## config.mk

```make
export PLATFORM = sky130hd
export DESIGN_NAME = control_unit
export DESIGN_NICKNAME = d
export VERILOG_FILES = /design/src/rtl/control_unit.sv
export SDC_FILE = /design/constraint.sdc
export NUM_CORES = 1
export LEC_CHECK = 0
export BUFFER_PORTS_ARGS = -buffer_cell sky130_fd_sc_hd__buf_2
export CORE_MARGIN = 1.5
export CORE_UTILIZATION = 40
export DETAILED_ROUTE_END_ITERATION = 12
export GPL_ROUTABILITY_DRIVEN = 0
export PLACE_DENSITY = 0.78
export SYNTH_ARGS = -nofsm -noshare
export SYNTH_HDL_FRONTEND = slang
export SYNTH_SLANG_ARGS = --single-unit
```

## constraint.sdc

```tcl
create_clock -name clk -period 1.2 [get_ports clk]
set_input_delay 0.12 -clock clk [delete_from_list [all_inputs] [get_ports clk]]
set_output_delay 0.12 -clock clk [all_outputs]
set_load 0.02 [all_outputs]
```

## src/rtl/control_unit.sv

```systemverilog
// Instruction decoder for the vector ASIP core: decodes op/inst/VF/flagV
// combinationally and registers every control so it reaches execute one cycle later.
module control_unit (
    input  logic       clk,
    input  logic       rst,
    input  logic [1:0] op,
    input  logic [1:0] inst,
    input  logic       flagV,
    input  logic       VF,
    output logic       wmem,
    output logic       rmem,
    output logic       wreg,
    output logic       CondEn,
    output logic       jmpSel,
    output logic [1:0] jmpF,
    output logic [2:0] ALUins,
    output logic [1:0] ExtndSel
);

    localparam logic [1:0] OP_JUMP  = 2'b00;
    localparam logic [1:0] OP_MEMCMP = 2'b01;
    localparam logic [1:0] OP_ARITH = 2'b10;
    localparam logic [1:0] OP_LDMOV = 2'b11;

    localparam logic [2:0] ALU_ADD  = 3'b000;
    localparam logic [2:0] ALU_SUB  = 3'b001;
    localparam logic [2:0] ALU_PASS = 3'b100;

    localparam logic [1:0] EXT_NONE = 2'b00;
    localparam logic [1:0] EXT_MEM  = 2'b01;
    localparam logic [1:0] EXT_DATA = 2'b10;
    localparam logic [1:0] EXT_JMP  = 2'b11;

    localparam logic [1:0] JF_NONE = 2'b00;
    localparam logic [1:0] JF_JMP  = 2'b01;
    localparam logic [1:0] JF_JEQ  = 2'b10;
    localparam logic [1:0] JF_STL  = 2'b11;

    logic       wmem_d;
    logic       rmem_d;
    logic       wreg_d;
    logic       cond_en_d;
    logic       jmp_sel_d;
    logic [1:0] jmp_f_d;
    logic [2:0] alu_ins_d;
    logic [1:0] extnd_sel_d;

    always_comb begin
        wmem_d      = 1'b0;
        rmem_d      = 1'b0;
        wreg_d      = 1'b0;
        cond_en_d   = 1'b0;
        jmp_sel_d   = 1'b0;
        jmp_f_d     = JF_NONE;
        alu_ins_d   = ALU_ADD;
        extnd_sel_d = EXT_NONE;
        case (op)
            OP_ARITH: begin
                // ADD/SUB/MUL/DIV and their vector forms map inst straight onto the ALU code
                wreg_d    = 1'b1;
                alu_ins_d = {1'b0, inst};
            end
            OP_MEMCMP: begin
                if (inst == 2'b00) begin
                    wmem_d      = 1'b1;
                    extnd_sel_d = EXT_MEM;
                end else if (!VF && inst == 2'b01) begin
                    cond_en_d = 1'b1;
                    alu_ins_d = ALU_SUB;
                end else if (!VF && inst == 2'b10) begin
                    cond_en_d   = 1'b1;
                    alu_ins_d   = ALU_SUB;
                    extnd_sel_d = EXT_DATA;
                end
            end
            OP_LDMOV: begin
                if (inst == 2'b01) begin
                    rmem_d      = 1'b1;
                    wreg_d      = 1'b1;
                    extnd_sel_d = EXT_MEM;
                end else if (!VF && inst == 2'b10) begin
                    wreg_d    = 1'b1;
                    alu_ins_d = ALU_PASS;
                end else if (!VF && inst == 2'b11) begin
                    wreg_d      = 1'b1;
                    alu_ins_d   = ALU_PASS;
                    extnd_sel_d = EXT_DATA;
                end
            end
            default: begin
                // Jump class exists only as scalar instructions
                if (!VF) begin
                    case (inst)
                        2'b00: begin
                            jmp_f_d     = JF_JMP;
                            jmp_sel_d   = 1'b1;
                            extnd_sel_d = EXT_JMP;
                        end
                        2'b01: begin
                            jmp_f_d     = JF_JEQ;
                            jmp_sel_d   = flagV;
                            extnd_sel_d = EXT_JMP;
                        end
                        2'b10: jmp_f_d = JF_STL;
                        default: ;
                    endcase
                end
            end
        endcase
    end

    always_ff @(posedge clk) begin
        if (rst) begin
            wmem     <= 1'b0;
            rmem     <= 1'b0;
            wreg     <= 1'b0;
            CondEn   <= 1'b0;
            jmpSel   <= 1'b0;
            jmpF     <= JF_NONE;
            ALUins   <= ALU_ADD;
            ExtndSel <= EXT_NONE;
        end else begin
            wmem     <= wmem_d;
            rmem     <= rmem_d;
            wreg     <= wreg_d;
            CondEn   <= cond_en_d;
            jmpSel   <= jmp_sel_d;
            jmpF     <= jmp_f_d;
            ALUins   <= alu_ins_d;
            ExtndSel <= extnd_sel_d;
        end
    end

endmodule

```

==> results.toml <==
[worst_setup_path]
critPathLaunchType = "input port"
cp_max_fo = 4
path_class = "input port to flip-flop"
end_kind = "flip-flop"
arrival_ps = 1220
crit_required_ps = 1400

[die]
ios = 20
die-area_um2 = 1523
core_area_um2 = 1156
die_w_um = 39.03
start_util_pct = 44.91
row_count = 12
die_y_um = 39.03

[power]
power.switching_uw = 189.8
p_total_uw = 781.5
clockPowerShare_pct = 29.9
p_int_uw = 591.7
leakage_nw = 0.3702
power_density_nw_per_um2 = 1066
p_comb_share_pct = 17.7
vdd_drop_max_uv = 642.4
switching_share_pct = 24.28
p_seq_share_pct = 52.4

[logic_synthesis]
yosys_warnings = 0
synth.net_count = 66
synth-edff-count = 0
yosysTopAreaCellShare_pct = 46.27
synth_cell_types = 25
synth-seq-cells = 12
netlist_instances = 54
async_flop_share_pct = 0
yosysSeqAreaShare_pct = 46.27
yosysTopAreaCell = "dfxtp_1"
synth_ff_type = "dfxtp_1"
synthTopCellsByArea = "dfxtp_1 46%, ha_1 9.6%, nor2_1 4.3%"
synth_area_um2 = 519.2
avgSynthCellArea_um2 = 9.616

[place]
dp_hpwl_um = 813.8
numPortBuffers = 19

[detailed_routing]
wl_met2_um = 472
detail_route.first_pass.iterations = 4
drt-initial-drc-count = 11
num_vias = 475
wl_um = 979
met3_length_um = 59
top_layer_used = "met4"
drc = 0
viasPerCell = 4.703
antenna_left = 0
post_drt_wl_per_cell_um = 9.693
wirelength_met1_um = 438

[clocking]
cts.htree.levels = 1
post-cts-setup-buffer-count = 0
clk_path_buf_depth = 2
cts_root_buffer = "clkbuf_4"
cts_inserted_buffers = 3
postCtsResizedCells = 0
cts_tree = "done"
ctsHoldBuffers = 0
cts_num_sinks = 12
clk_pin_slew_worst_paths_ps = 70

[timing]
fin_crit_ps = 1024
hold_viol = 0
worst_pin_slew_ps = 255.0
max_freq_mhz = 976.7
finalCritPeriodShare_pct = 85.32
drv_slew = 0
finalSetupViolCount = 0
relSlewSlack_pct = 82.76
rsz0062_at_grt = "no"

[flow_run]
drv_cap = 0

[global_routing]
grt_usage_pct = 16.55
grt_max_degree = 11
grt_overflow = 0
grt_pass1_wl_um = 1669
grt_antenna_before_repair = 0
grt_pass1_vias = 416

[layout]
drive_gt1_share_pct = 41.38
diodes = 0
nNetsFinal = 101
final_common_cell = "buf_2"
mostFrequentLayoutCells = "19 x buf_2, 12 x dfxtp_1, 12 x buf_4"
final_util_pct = 63.42
area_growth_pct = 41.20

[min_path]
hold_path.class = "input port to flip-flop"

[status]
run_status = "complete, no violations"
-- critical path, cell delays in order --
cell	delay (ps)
buf_2	100
inv_1	80
ha_1	220
nor2_2	50
or4_1	490
a21oi_1	150
-- kinds of logic after synthesis --
logic type	after synthesis	share of synthesized area, %
fa+ha+maj	4	9.639
buf+inv	4	4.337
compound gates	6	6.989
mux	1	1.928
simple gates	27	30.85
flops	12	46.26
-- through the flow --
step / worst slack [ps] / instance area [um2] / hold WS [ps] / setup TNS (ps) / instances
after global placement: -63.94 / 710.7 / 351.6 / -84.72 / 98
after floorplan: 6.790 / 519.2 / 189.1 / 0 / 54
after CTS: 174.3 / 733.2 / 86.08 / 0 / 101
after global routing: 72.95 / 733.2 / 99.53 / 0 / 101
final: 176.1 / 733.2 / 89.98 / 0 / 101
after detailed placement: -94.46 / 710.7 / 363.5 / -171.8 / 98
-- cells in the mapped netlist, types with 2 or more instances --
master and instances:
inv_1 3, nor3b_1 2, nand3_1 2, ha_1 4, nor2_1 6, nor2b_1 2
nand2b_1 2, nand2_1 2, a21oi_1 4, dfxtp_1 12
-- per-layer routing --
layer  up-vias  GRT usage (%)
met2        15          26.67
met5         -              0
met4         0          10.34
met3         2          3.468
met1       206          19.65
li1        252              -
-- area by class of cell --
class | count | area [um2]
fillers | 90 | 422.9
multi-input cells | 38 | 256.5
flip-flops and latches | 12 | 240.2
repair buffers | 31 | 185.2
clock buffers | 3 | 22.52
well taps | 14 | 17.52
inverters | 3 | 11.26
-- registers in the layout, summed over array words and instances, names as in the netlist --
name	count
jmpF	2
ExtndSel	2
wreg	1
wmem	1
ALUins	3
CondEn	1
jmpSel	1
rmem	1
-- power groups by stage --
stage	Combinational [mW]	Clock, mW	Sequential [mW]
5_1_grt	0.155	0.256	0.411
3_3_place_gp	0.136	0	0.419
3_5_place_dp	0.138	0	0.419
2_1_floorplan	0.0575	0	0.433
4_1_cts	0.139	0.238	0.410
6_report	0.138	0.233	0.410
-- path summary, 6_finish.rpt --
| kind | slack [ps] | endpoint | cells after the start | start |
|---|---|---|---|---|
| min | 90 | ExtndSel[0] | 2 | rst |
| max | 180 | ExtndSel[0] | 6 | inst[1] |
Note: power is estimated with default switching activity, not from simulation.
